File: config.mk
export PLATFORM = sky130hd
export DESIGN_NAME = axi4_slave_write_data_flat
export DESIGN_NICKNAME = d
export VERILOG_FILES = /design/src/rtl/axi4_slave_write_data_if.sv /design/src/rtl/axi4_slave_write_data.sv /design/src/flat_wrapper.sv
export SDC_FILE = /design/constraint.sdc
export NUM_CORES = 1
export LEC_CHECK = 0
export ABC_CLOCK_PERIOD_IN_PS = 13000
export BUFFER_PORTS_ARGS = -buffer_cell sky130_fd_sc_hd__buf_2
export CORE_MARGIN = 2
export CORE_UTILIZATION = 55
export CTS_BUF_LIST = sky130_fd_sc_hd__clkbuf_8
export DETAILED_ROUTE_END_ITERATION = 10
export MAX_ROUTING_LAYER = met4
export PLACE_DENSITY = 0.77
export SYNTH_ARGS = -nofsm -noshare
export SYNTH_HDL_FRONTEND = slang
export SYNTH_SLANG_ARGS = --single-unit
File: constraint.sdc
create_clock -name clk -period 13 [get_ports clk]
set_clock_uncertainty 0.1 [all_clocks]
set_input_delay 3.25 -clock clk [delete_from_list [all_inputs] [get_ports clk]]
set_output_delay 3.25 -clock clk [all_outputs]
set_load 0.005 [all_outputs]
File: src/rtl/axi4_slave_write_data_if.sv
// Bus bundle between the AXI4 write-data stage, its address/W/B neighbours and the memory port.
// The slave modport is the write-data stage's view; master is the surrounding system's view.
interface axi4_slave_write_data_if #(
   parameter int ADDR_WIDTH   = 32,
   parameter int DATA_WIDTH   = 32,
   parameter int ID_WIDTH     = 4,
   parameter int BURST_LENGTH = 8
) ();
   logic                      desc_valid;
   logic                      desc_ready;
   logic [ADDR_WIDTH-1:0]     desc_addr;
   logic [ID_WIDTH-1:0]       desc_id;
   logic [BURST_LENGTH-1:0]   desc_len;
   logic [2:0]                desc_size;
   logic [1:0]                desc_burst;
   logic                      wvalid;
   logic [DATA_WIDTH-1:0]     wdata;
   logic [DATA_WIDTH/8-1:0]   wstrb;
   logic                      wlast;
   logic                      wready;
   logic                      mem_we;
   logic [ADDR_WIDTH-1:0]     mem_addr;
   logic [DATA_WIDTH-1:0]     mem_wdata;
   logic [DATA_WIDTH/8-1:0]   mem_wstrb;
   logic                      b_valid;
   logic                      b_ready;
   logic [ID_WIDTH-1:0]       b_id;
   logic [1:0]                b_resp;

   modport slave (
      input  desc_valid, desc_addr, desc_id, desc_len, desc_size, desc_burst,
      input  wvalid, wdata, wstrb, wlast, b_ready,
      output desc_ready, wready, mem_we, mem_addr, mem_wdata, mem_wstrb,
      output b_valid, b_id, b_resp
   );

   modport master (
      output desc_valid, desc_addr, desc_id, desc_len, desc_size, desc_burst,
      output wvalid, wdata, wstrb, wlast, b_ready,
      input  desc_ready, wready, mem_we, mem_addr, mem_wdata, mem_wstrb,
      input  b_valid, b_id, b_resp
   );
endinterface

File: src/rtl/axi4_slave_write_data.sv
// AXI4 slave write-data stage: walks one burst descriptor, writes each W beat to memory, requests a B response.
// Optional macro AXI4_WDATA_WLAST_CHECK_EN: flags SLVERR when wlast disagrees with the beat counter.
module axi4_slave_write_data #(
   parameter int ADDR_WIDTH   = 32,
   parameter int DATA_WIDTH   = 32,
   parameter int ID_WIDTH     = 4,
   parameter int BURST_LENGTH = 8
) (
   input logic                     clk,
   input logic                     rst,
   axi4_slave_write_data_if.slave  bus
);
   localparam int STRB_WIDTH = DATA_WIDTH / 8;
   localparam int MAX_SIZE   = $clog2(STRB_WIDTH);
   localparam logic [1:0] BURST_INCR = 2'b01;
   localparam logic [1:0] BURST_WRAP = 2'b10;

   typedef enum logic [1:0] {W_IDLE = 2'd0, W_DATA = 2'd1, W_RESP = 2'd2} state_t;

   state_t                  state_r;
   logic [ADDR_WIDTH-1:0]   addr_r;
   logic [ID_WIDTH-1:0]     id_r;
   logic [BURST_LENGTH-1:0] len_r;
   logic [BURST_LENGTH-1:0] cnt_r;
   logic [2:0]              size_r;
   logic [1:0]              burst_r;
   logic                    err_r;
   logic                    desc_ready_r;
   logic                    wready_r;
   logic                    mem_we_r;
   logic [ADDR_WIDTH-1:0]   mem_addr_r;
   logic [DATA_WIDTH-1:0]   mem_wdata_r;
   logic [STRB_WIDTH-1:0]   mem_wstrb_r;
   logic                    b_valid_r;
   logic [ID_WIDTH-1:0]     b_id_r;
   logic [1:0]              b_resp_r;

   logic                    beat_s;
   logic                    wrap_len_ok_s;
   logic                    desc_err_s;
   logic [1:0]              desc_burst_eff_s;
   logic                    wlast_err_s;
   logic [ADDR_WIDTH-1:0]   next_addr_s;

   // Reserved bursts fall through to the default arm and hold the address like FIXED.
   function automatic logic [ADDR_WIDTH-1:0] next_addr(
      input logic [ADDR_WIDTH-1:0]   addr,
      input logic [2:0]              size,
      input logic [1:0]              burst,
      input logic [BURST_LENGTH-1:0] len
   );
      logic [ADDR_WIDTH-1:0] bytes;
      logic [ADDR_WIDTH-1:0] incr;
      logic [ADDR_WIDTH-1:0] span;
      logic [ADDR_WIDTH-1:0] lower;
      bytes = ADDR_WIDTH'(1) << size;
      incr  = (addr & ~(bytes - ADDR_WIDTH'(1))) + bytes;
      span  = (ADDR_WIDTH'(len) + ADDR_WIDTH'(1)) << size;
      lower = addr & ~(span - ADDR_WIDTH'(1));
      case (burst)
         BURST_INCR: next_addr = incr;
         BURST_WRAP: next_addr = (incr == lower + span) ? lower : incr;
         default:    next_addr = addr;
      endcase
   endfunction

   // Descriptor legality; an illegal WRAP length is remapped to INCR at latch time.
   always_comb begin
      wrap_len_ok_s    = (bus.desc_len == BURST_LENGTH'(1)) || (bus.desc_len == BURST_LENGTH'(3)) ||
                         (bus.desc_len == BURST_LENGTH'(7)) || (bus.desc_len == BURST_LENGTH'(15));
      desc_err_s       = (bus.desc_burst == 2'b11) || (bus.desc_size > 3'(MAX_SIZE)) ||
                         ((bus.desc_burst == BURST_WRAP) && !wrap_len_ok_s);
      desc_burst_eff_s = bus.desc_burst;
      if ((bus.desc_burst == BURST_WRAP) && !wrap_len_ok_s) begin
         desc_burst_eff_s = BURST_INCR;
      end else begin
         desc_burst_eff_s = bus.desc_burst;
      end
   end

`ifdef AXI4_WDATA_WLAST_CHECK_EN
   // wlast must coincide exactly with the counter reaching zero.
   always_comb begin
      wlast_err_s = bus.wlast != (cnt_r == {BURST_LENGTH{1'b0}});
   end
`else
   logic unused_wlast_s;
   // wlast carries no meaning here; termination is purely counter-based.
   always_comb begin
      unused_wlast_s = bus.wlast;
      wlast_err_s    = 1'b0;
   end
`endif

   // Beat handshake and the address the following beat will use.
   always_comb begin
      beat_s      = bus.wvalid && wready_r;
      next_addr_s = next_addr(addr_r, size_r, burst_r, len_r);
   end

   // Control FSM; every output is a register updated here.
   always_ff @(posedge clk or negedge rst) begin
      if (!rst) begin
         state_r      <= W_IDLE;
         addr_r       <= {ADDR_WIDTH{1'b0}};
         id_r         <= {ID_WIDTH{1'b0}};
         len_r        <= {BURST_LENGTH{1'b0}};
         cnt_r        <= {BURST_LENGTH{1'b0}};
         size_r       <= 3'b000;
         burst_r      <= 2'b00;
         err_r        <= 1'b0;
         desc_ready_r <= 1'b0;
         wready_r     <= 1'b0;
         mem_we_r     <= 1'b0;
         mem_addr_r   <= {ADDR_WIDTH{1'b0}};
         mem_wdata_r  <= {DATA_WIDTH{1'b0}};
         mem_wstrb_r  <= {STRB_WIDTH{1'b0}};
         b_valid_r    <= 1'b0;
         b_id_r       <= {ID_WIDTH{1'b0}};
         b_resp_r     <= 2'b00;
      end else begin
         case (state_r)
            W_IDLE: begin
               mem_we_r  <= 1'b0;
               b_valid_r <= 1'b0;
               if (bus.desc_valid && desc_ready_r) begin
                  addr_r       <= bus.desc_addr;
                  id_r         <= bus.desc_id;
                  len_r        <= bus.desc_len;
                  cnt_r        <= bus.desc_len;
                  size_r       <= bus.desc_size;
                  burst_r      <= desc_burst_eff_s;
                  err_r        <= desc_err_s;
                  desc_ready_r <= 1'b0;
                  wready_r     <= 1'b1;
                  state_r      <= W_DATA;
               end else begin
                  desc_ready_r <= 1'b1;
                  wready_r     <= 1'b0;
               end
            end
            W_DATA: begin
               desc_ready_r <= 1'b0;
               if (beat_s) begin
                  mem_we_r    <= 1'b1;
                  mem_addr_r  <= addr_r;
                  mem_wdata_r <= bus.wdata;
                  mem_wstrb_r <= bus.wstrb;
                  addr_r      <= next_addr_s;
                  cnt_r       <= cnt_r - BURST_LENGTH'(1);
                  err_r       <= err_r | wlast_err_s;
                  if (cnt_r == {BURST_LENGTH{1'b0}}) begin
                     wready_r  <= 1'b0;
                     b_valid_r <= 1'b1;
                     b_id_r    <= id_r;
                     b_resp_r  <= (err_r | wlast_err_s) ? 2'b10 : 2'b00;
                     state_r   <= W_RESP;
                  end else begin
                     wready_r  <= 1'b1;
                  end
               end else begin
                  mem_we_r <= 1'b0;
               end
            end
            W_RESP: begin
               mem_we_r     <= 1'b0;
               wready_r     <= 1'b0;
               desc_ready_r <= 1'b0;
               if (b_valid_r && bus.b_ready) begin
                  b_valid_r <= 1'b0;
                  state_r   <= W_IDLE;
               end else begin
                  b_valid_r <= 1'b1;
               end
            end
            default: begin
               state_r      <= W_IDLE;
               desc_ready_r <= 1'b0;
               wready_r     <= 1'b0;
               mem_we_r     <= 1'b0;
               b_valid_r    <= 1'b0;
            end
         endcase
      end
   end

   assign bus.desc_ready = desc_ready_r;
   assign bus.wready     = wready_r;
   assign bus.mem_we     = mem_we_r;
   assign bus.mem_addr   = mem_addr_r;
   assign bus.mem_wdata  = mem_wdata_r;
   assign bus.mem_wstrb  = mem_wstrb_r;
   assign bus.b_valid    = b_valid_r;
   assign bus.b_id       = b_id_r;
   assign bus.b_resp     = b_resp_r;
endmodule

File: src/flat_wrapper.sv
// flat-port wrapper written by rule: the top's interface ports become plain ports
module axi4_slave_write_data_flat 
#(
   parameter int ADDR_WIDTH   = 32,
   parameter int DATA_WIDTH   = 32,
   parameter int ID_WIDTH     = 4,
   parameter int BURST_LENGTH = 8
)
  (clk, rst, bus_desc_valid, bus_desc_addr, bus_desc_id, bus_desc_len, bus_desc_size, bus_desc_burst, bus_wvalid, bus_wdata, bus_wstrb, bus_wlast, bus_b_ready, bus_desc_ready, bus_wready, bus_mem_we, bus_mem_addr, bus_mem_wdata, bus_mem_wstrb, bus_b_valid, bus_b_id, bus_b_resp);
  axi4_slave_write_data_if #(.ADDR_WIDTH(ADDR_WIDTH), .DATA_WIDTH(DATA_WIDTH), .ID_WIDTH(ID_WIDTH), .BURST_LENGTH(BURST_LENGTH)) bus_i ();
  input logic clk;
  input logic rst;
  input wire logic [$bits(bus_i.desc_valid)-1:0] bus_desc_valid;
  input wire logic [$bits(bus_i.desc_addr)-1:0] bus_desc_addr;
  input wire logic [$bits(bus_i.desc_id)-1:0] bus_desc_id;
  input wire logic [$bits(bus_i.desc_len)-1:0] bus_desc_len;
  input wire logic [$bits(bus_i.desc_size)-1:0] bus_desc_size;
  input wire logic [$bits(bus_i.desc_burst)-1:0] bus_desc_burst;
  input wire logic [$bits(bus_i.wvalid)-1:0] bus_wvalid;
  input wire logic [$bits(bus_i.wdata)-1:0] bus_wdata;
  input wire logic [$bits(bus_i.wstrb)-1:0] bus_wstrb;
  input wire logic [$bits(bus_i.wlast)-1:0] bus_wlast;
  input wire logic [$bits(bus_i.b_ready)-1:0] bus_b_ready;
  output wire logic [$bits(bus_i.desc_ready)-1:0] bus_desc_ready;
  output wire logic [$bits(bus_i.wready)-1:0] bus_wready;
  output wire logic [$bits(bus_i.mem_we)-1:0] bus_mem_we;
  output wire logic [$bits(bus_i.mem_addr)-1:0] bus_mem_addr;
  output wire logic [$bits(bus_i.mem_wdata)-1:0] bus_mem_wdata;
  output wire logic [$bits(bus_i.mem_wstrb)-1:0] bus_mem_wstrb;
  output wire logic [$bits(bus_i.b_valid)-1:0] bus_b_valid;
  output wire logic [$bits(bus_i.b_id)-1:0] bus_b_id;
  output wire logic [$bits(bus_i.b_resp)-1:0] bus_b_resp;
  assign bus_i.desc_valid = bus_desc_valid;
  assign bus_i.desc_addr = bus_desc_addr;
  assign bus_i.desc_id = bus_desc_id;
  assign bus_i.desc_len = bus_desc_len;
  assign bus_i.desc_size = bus_desc_size;
  assign bus_i.desc_burst = bus_desc_burst;
  assign bus_i.wvalid = bus_wvalid;
  assign bus_i.wdata = bus_wdata;
  assign bus_i.wstrb = bus_wstrb;
  assign bus_i.wlast = bus_wlast;
  assign bus_i.b_ready = bus_b_ready;
  assign bus_desc_ready = bus_i.desc_ready;
  assign bus_wready = bus_i.wready;
  assign bus_mem_we = bus_i.mem_we;
  assign bus_mem_addr = bus_i.mem_addr;
  assign bus_mem_wdata = bus_i.mem_wdata;
  assign bus_mem_wstrb = bus_i.mem_wstrb;
  assign bus_b_valid = bus_i.b_valid;
  assign bus_b_id = bus_i.b_id;
  assign bus_b_resp = bus_i.b_resp;
  axi4_slave_write_data #(.ADDR_WIDTH(ADDR_WIDTH), .DATA_WIDTH(DATA_WIDTH), .ID_WIDTH(ID_WIDTH), .BURST_LENGTH(BURST_LENGTH)) u_core (.clk(clk), .rst(rst), .bus(bus_i));
endmodule
==> results.py, run 1 <==
metrics = {
    "status": {
        "outcome": "complete, no violations",
    },
    "hold_path": {
        "hold_path_class": "reg -> reg",
        "hold_path_end": "u_core.bus.mem_wdata[6]",
        "min_from": "u_core.bus.mem_wdata[6]",
        "holdPathStages": 2,
    },
    "clock_network": {
        "cts_buffer_depth": 2,
        "cts.sinks": 137,
        "cts_setup_buffers": 0,
        "htreeDepth": 4,
        "clk_latency_ns": 0.47,
        "cts.clk_slew.worst_paths_ns": 0.08,
        "cts_tree": "built",
        "cts-root-buf": "clkbuf_8",
        "numCtsBuffers": 17,
        "post_cts_resized": 0,
        "cts_hold_buffers": 0,
    },
    "floorplan": {
        "die_height_um": 145,
        "io_pins": 169,
        "initial_utilization": 0.563,
        "die_area_mm2": 0.0211,
        "placementRows": 51,
        "die_x_um": 145,
        "core_mm2": 0.0195,
    },
    "drt": {
        "wl_um": 35500,
        "vias": 11200,
        "drc_errors": 0,
        "ant_nets": 0,
        "drt_pass1_iterations": 5,
        "drt_iter0_drc": 1133,
        "post_drt_wl_per_cell_um": 20.1,
        "viasPerCell": 6.34,
    },
    "sta": {
        "rsz0062_at_grt": "no",
        "slew_viol_final": 0,
        "fin_crit_ns": 8.88,
        "tns_ns": 0,
        "hold_viol": 0,
        "hold_slack_ns": 0.375,
        "timing.fmax_mhz": 113,
        "tightest_slew_ns": 1.02,
        "relSlewSlack": 0.320,
        "post-route-period-util": 0.683,
        "setup_viol": 0,
    },
    "critical_path": {
        "worstRegToRegCells": 25,
        "cp-end-kind": "flop",
        "crit_arrival_ns": 9.11,
        "path_class": "reg -> reg",
        "cp.required_ns": 13.23,
        "worstPathMaxFanout": 22,
        "r2r_slack_ns": 4.12,
        "cp-start-kind": "flop",
        "worstReg2RegEnd": "u_core.addr_r[10]",
        "r2r-start": "u_core.len_r[0]",
    },
    "yosys": {
        "yosysSeqAreaShare": 0.312,
        "synth_top_area_frac": 0.312,
        "ys_warn_count": 0,
        "yosys_most_used_dff": "dfrtp_1",
        "synthCells": 1385,
        "synthArstFlopShare": 1.00,
        "yosysTopAreaCell": "dfrtp_1",
        "synthTopCellsByArea": "dfrtp_1 (31%), nand2_1 (9.9%), o21ai_0 (4.1%)",
        "synth_area_mm2": 0.0110,
        "synth-edff-count": 0,
        "syn_avg_cell_area_um2": 7.93,
        "synth_cell_types": 98,
        "ys_seq_elements": 137,
        "syn-num-nets": 1497,
    },
    "placement": {
        "place.gp.congestion": 1.03,
        "dp_hpwl_um": 25500,
        "placed_cells": 1736,
        "io_buffers": 166,
    },
    "layout": {
        "diodes": 0,
        "final-instance-count-excl-fill": 1768,
        "final_nets": 1602,
        "finalCoreUtilization": 0.623,
        "syn_to_final_growth_pct": 10.7,
        "drive_above_1_share": 0.191,
    },
    "flow_run": {
        "drv_cap": 0,
    },
    "global_routing": {
        "antenna_found_initial": 0,
        "grt_max_degree": 85,
        "grt_overflow": 0,
        "grt_pass1_wl_um": 56100,
        "grtUsageTotal": 0.340,
        "grt_pass1_vias": 10200,
    },
    "pwr": {
        "power_mw": 3.66,
        "p_per_area_mw_per_mm2": 301,
        "p_leak_nw": 5.58,
        "irDropWorstVdd_mv": 0.242,
    },
}
==> worst max-delay path, cell delays in order, from the launching register on <==
cell	delay, ns
dfrtp_1	0.76
ha_1	0.41
or2_2	0.36
nand3_1	0.18
ha_1	0.35
o21ai_0	0.35
nor4_4	0.64
nand2_1	0.14
nor2_1	0.14
xnor2_1	0.07
and2_1	0.18
ha_1	0.37
a21oi_1	0.21
o21bai_1	0.08
a21o_1	0.21
a21o_1	0.19
a211oi_1	0.37
nand3_1	0.15
o21ai_1	0.66
o41ai_1	0.14
a211oi_1	0.31
nand3_2	0.56
nor3_4	0.74
buf_4	0.37
mux2_2	0.37
a221o_1	0.33
==> Yosys cell counts (11+ instances only) <==
library cell	n
o22ai_1	12
or2_2	12
o211ai_1	23
nand4_1	16
buf_6	16
and3_1	30
buf_2	11
and2_1	16
nand2_1	291
mux2i_1	26
o21a_1	11
mux2_2	26
xor2_1	18
buf_4	11
nor2_1	70
a31oi_1	16
or3_1	11
dfrtp_1	137
o21ai_0	89
a221o_1	11
xnor2_1	45
a21oi_1	59
clkbuf_1	53
a211oi_1	13
nand3_1	56
inv_1	44
nor3_1	33
ha_1	21
a21o_1	14
nor4_1	14
==> layer usage <==
metal,vias up,track usage,wire [um],part of all wire
li1,5193,-,-,-
met4,0,0.0961,922,0.026
met1,5329,0.462,15100,0.43
met3,64,0.0583,3150,0.089
met2,631,0.527,16300,0.46
met5,-,-,0,0
==> report_power, final <==
group | total (mW) | leakage, nW | switching [mW] | internal, mW
Sequential | 0.874 | 1.71 | 0.253 | 0.621
Combinational | 2.41 | 3.66 | 1.50 | 0.910
Clock | 0.381 | 0.211 | 0.185 | 0.196
==> through the flow <==
step	area (um2)	setup WS [ns]
floorplan	11000	6.87
global placement	11700	4.35
detailed placement	11700	4.41
CTS	12200	4.42
global route	12200	3.81
finish	12200	4.12
==> cell families (layout without fill, tap and decap cells) <==
kind of cell	after synthesis	in the layout	synth area share
DFF	137	137	0.312
buffers and inverters	141	259	0.0649
muxes	53	53	0.0517
other	1	1	0.000341
xor gates and xnor gates	64	64	0.0517
and+or+nand+nor	610	610	0.268
AOI/OAI and AO/OA	358	358	0.227
adders and majority gates	21	21	0.0239
==> cell usage in the layout, fill, tap and decap left out, types with 7 or more instances in the layout <==
cell type,synthesis,layout
a211oi_1,13,13
a21o_1,14,14
a21oi_1,59,58
a221o_1,11,11
a31oi_1,16,16
and2_1,16,16
and3_1,30,30
buf_2,11,165
buf_4,11,16
clkbuf_8,0,18
dfrtp_1,137,137
ha_1,21,21
inv_1,44,44
mux2_2,26,26
mux2i_1,26,26
nand2_1,291,291
nand2b_1,7,7
nand3_1,56,55
nand4_1,16,16
nor2_1,70,70
nor2b_1,9,9
nor3_1,33,33
nor3b_1,7,7
nor4_1,14,14
o211ai_1,23,23
o21a_1,11,11
o21ai_0,89,89
o22ai_1,12,12
or2_2,12,12
or3_1,11,11
xnor2_1,45,45
xor2_1,18,18
==> final cells by class <==
type,count,area (um2)
fillers,1784,7360
clock buffers,18,248
repair buffers,182,957
clock inverters,14,171
well taps,265,332
flip-flops and latches,137,3430
inverters,45,169
multi-input cells,1107,6860
==> worst max-delay path by stage <==
stage | from | endpoint | slack [ns] | cells after the start
floorplan | u_core.len_r[1] | u_core.addr_r[10] | 6.87 | 25
global placement | u_core.len_r[0] | u_core.addr_r[10] | 4.35 | 25
detailed placement | u_core.len_r[0] | u_core.addr_r[10] | 4.41 | 25
CTS | u_core.len_r[0] | u_core.addr_r[10] | 4.42 | 25
global route | u_core.len_r[0] | u_core.addr_r[10] | 3.81 | 29
finish | u_core.len_r[0] | u_core.addr_r[10] | 4.12 | 25
==> state kept, by name (all words and copies together), names as in the netlist, 2 cells and up <==
| signal | cells |
|---|---|
| u_core.addr_r | 32 |
| u_core.burst_r | 2 |
| u_core.bus.b_id | 4 |
| u_core.bus.mem_addr | 32 |
| u_core.bus.mem_wdata | 32 |
| u_core.bus.mem_wstrb | 4 |
| u_core.cnt_r | 8 |
| u_core.id_r | 4 |
| u_core.len_r | 8 |
| u_core.size_r | 3 |
| u_core.state_r | 2 |
(Power assumes the default switching activity.)
==> run 2, diff against run 1 <==
--- a/config.mk
+++ b/config.mk
@@ -5,14 +5,15 @@
 export SDC_FILE = /design/constraint.sdc
 export NUM_CORES = 1
 export LEC_CHECK = 0
-export ABC_CLOCK_PERIOD_IN_PS = 13000
+export ABC_AREA = 1
+export ABC_CLOCK_PERIOD_IN_PS = 7610
 export BUFFER_PORTS_ARGS = -buffer_cell sky130_fd_sc_hd__buf_2
 export CORE_MARGIN = 2
-export CORE_UTILIZATION = 55
+export CORE_UTILIZATION = 54
 export CTS_BUF_LIST = sky130_fd_sc_hd__clkbuf_8
 export DETAILED_ROUTE_END_ITERATION = 10
 export MAX_ROUTING_LAYER = met4
-export PLACE_DENSITY = 0.77
+export PLACE_DENSITY = 0.79
 export SYNTH_ARGS = -nofsm -noshare
 export SYNTH_HDL_FRONTEND = slang
 export SYNTH_SLANG_ARGS = --single-unit
==> constraint.sdc (replaced) <==
create_clock -name clk -period 7.61 [get_ports clk]
set_clock_uncertainty 0.1 [all_clocks]
set_input_delay 1.9025 -clock clk [delete_from_list [all_inputs] [get_ports clk]]
set_output_delay 1.9025 -clock clk [all_outputs]
set_load 0.005 [all_outputs]
==> results.py, run 2 <==
metrics = {
    "status": {
        "outcome": "complete, no violations",
    },
    "critical_path": {
        "cp.depth": 32,
        "cp-start-kind": "flop",
        "slowest_stage": "dfrtp_1",
        "worstRegToRegCells": 32,
        "cp.required_ns": 7.85,
        "cpMostUsedCell": "nand3_1",
        "r2r-start": "u_core.size_r[0]",
        "crit_buf_inv": 5,
        "worstReg2RegEnd": "u_core.addr_r[9]",
        "path_class": "reg -> reg",
        "cp-end-kind": "flop",
        "max_stage_delay_ns": 0.80,
        "worstPathMaxFanout": 22,
        "r2r_slack_ns": 1.03,
        "crit_arrival_ns": 6.82,
        "path_delay_family": "simple AND/OR/NAND/NOR gates",
    },
    "layout": {
        "drive_above_1_share": 0.157,
        "diodes": 0,
        "postLayoutCellArea_mm2": 0.0121,
        "finalCoreUtilization": 0.622,
        "final_cell_mix": "nand2_1 (548), nand3_1 (235), inv_1 (174)",
        "final-instance-count-excl-fill": 2102,
        "final_nets": 1936,
        "syn_to_final_growth_pct": 13.0,
        "final_common_cell": "nand2_1",
    },
    "yosys": {
        "syn_avg_cell_area_um2": 6.35,
        "yosys_most_used_dff": "dfrtp_1",
        "synthMuxAreaShare": 0.00316,
        "synthAdderAreaFrac": 0.0246,
        "synth_top_area_frac": 0.320,
        "synth-simple-area-share": 0.434,
        "yosys.area_share.xor_xnor": 0.0288,
        "synth_compound_area_frac": 0.0955,
        "synthCells": 1685,
        "synth_area_mm2": 0.0107,
        "yosysTopAreaCell": "dfrtp_1",
        "synth-edff-count": 0,
        "synthArstFlopShare": 1.00,
        "syn-num-nets": 1797,
        "synthTopCellsByArea": "dfrtp_1 (32%), nand2_1 (19%), nand3_1 (11%)",
        "ys_warn_count": 0,
        "synth_most_common_cell": "nand2_1",
        "ys_seq_elements": 137,
        "synth_cell_types": 51,
        "netlist_top_cells_count": "nand2_1 (548), nand3_1 (235), inv_1 (175), nor2_1 (142), dfrtp_1 (137)",
        "yosysSeqAreaShare": 0.320,
        "synth_top_family_by_area": "simple AND/OR/NAND/NOR gates",
    },
    "sta": {
        "fin_crit_ns": 6.58,
        "hold_slack_ns": 0.369,
        "slew_viol_final": 0,
        "timing.fmax_mhz": 152,
        "setup_viol": 0,
        "hold_viol": 0,
        "rsz0062_at_grt": "no",
        "post-route-period-util": 0.864,
        "setup_slack_ns": 1.03,
        "tightest_slew_ns": 0.929,
        "tns_ns": 0,
        "relSlewSlack": 0.381,
    },
    "clock_network": {
        "cts_hold_buffers": 0,
        "cts.clk_slew.worst_paths_ns": 0.09,
        "clk_latency_ns": 0.46,
        "post_cts_resized": 0,
        "numCtsBuffers": 17,
        "cts_buffer_depth": 2,
        "htreeDepth": 4,
        "cts-root-buf": "clkbuf_8",
        "cts_setup_buffers": 0,
        "cts.sinks": 137,
        "cts_tree": "built",
    },
    "floorplan": {
        "io_pins": 169,
        "placementRows": 51,
        "core_mm2": 0.0195,
        "die_height_um": 145,
        "die_x_um": 145,
        "initial_utilization": 0.550,
        "die_area_mm2": 0.0210,
    },
    "pwr": {
        "irDropWorstVdd_mv": 0.294,
        "p_comb_frac": 0.677,
        "power_frac_clock": 0.099,
        "p_leak_nw": 6.60,
        "sequentialPowerShare": 0.224,
        "p_sw_mw": 3.53,
        "intPower_mw": 2.77,
        "swShare": 0.560,
        "power_mw": 6.30,
        "p_per_area_mw_per_mm2": 521,
    },
    "placement": {
        "place.gp.congestion": 0.990,
        "placed_cells": 2070,
        "dp_hpwl_um": 24400,
        "dp_slack_ns": 1.17,
        "place_area_mm2": 0.0117,
        "io_buffers": 166,
    },
    "flow_run": {
        "drv_cap": 0,
    },
    "drt": {
        "drt_iter0_drc": 978,
        "vias": 11600,
        "viasPerCell": 5.51,
        "drt_pass1_iterations": 7,
        "drc_errors": 0,
        "wl_um": 32700,
        "ant_nets": 0,
        "post_drt_wl_per_cell_um": 15.6,
    },
    "global_routing": {
        "antenna_found_initial": 0,
        "grtUsageTotal": 0.320,
        "grt_overflow": 0,
        "grt_pass1_wl_um": 51300,
        "grt_pass1_vias": 10300,
        "grt_max_degree": 97,
    },
    "hold_path": {
        "holdPathStages": 2,
        "hold_path_class": "reg -> reg",
        "min_from": "u_core.bus.mem_wdata[5]",
        "hold_path_end": "u_core.bus.mem_wdata[5]",
    },
}
==> run 2: area by class of cell <==
cell class | instances | area [um2]
inverter | 194 | 728
clock inverter | 14 | 151
clock buffer | 18 | 248
multi-input combinational | 1296 | 6280
timing repair buffer | 178 | 927
sequential | 137 | 3430
fill | 1869 | 7360
tap | 265 | 332
==> run 2: power groups by stage <==
| stage | Combinational [mW] | Sequential, mW | Clock, mW |
|---|---|---|---|
| CTS | 4.20 | 1.40 | 0.636 |
| global placement | 4.10 | 1.40 | 0 |
| floorplan | 3.17 | 1.31 | 0 |
| detailed placement | 4.18 | 1.41 | 0 |
| finish | 4.27 | 1.41 | 0.621 |
| global route | 4.84 | 1.46 | 0.658 |
==> run 2: worst reg2reg max path, delay by kind of cell, from the launching register on <==
| kind | cells | cell delay, ns |
|---|---|---|
| adders and majority gates | 2 | 0.62 |
| and+or+nand+nor | 23 | 3.47 |
| DFF | 1 | 0.80 |
| buffers and inverters | 5 | 1.08 |
| AOI/OAI and AO/OA | 2 | 0.44 |
==> run 2: metal layers <==
layer / wire [um] / GRT usage / vias to the layer above
met5: 0 / - / -
li1: - / - / 5738
met3: 2580 / 0.0487 / 79
met4: 952 / 0.118 / 0
met1: 14800 / 0.433 / 5288
met2: 14400 / 0.489 / 474
==> run 2: kinds of logic after synthesis <==
| group | after synthesis |
|---|---|
| AND/OR/NAND/NOR | 1048 |
| buffers and inverters | 252 |
| AO/OA/AOI/OAI | 191 |
| flip-flops | 137 |
| XOR/XNOR | 32 |
| adder cells (fa/ha/maj) | 21 |
| multiplexers | 3 |
| other | 1 |
==> run 2: how the worst max path moves through the flow <==
stage                          start                end  slack [ns]
global placement    u_core.size_r[0]   u_core.addr_r[6]        1.22
finish              u_core.size_r[0]   u_core.addr_r[9]        1.03
global route        u_core.size_r[0]   u_core.addr_r[9]        0.51
detailed placement  u_core.size_r[0]   u_core.addr_r[6]        1.17
CTS                 u_core.size_r[0]   u_core.addr_r[6]        1.14
floorplan            u_core.len_r[0]  u_core.addr_r[19]        2.46
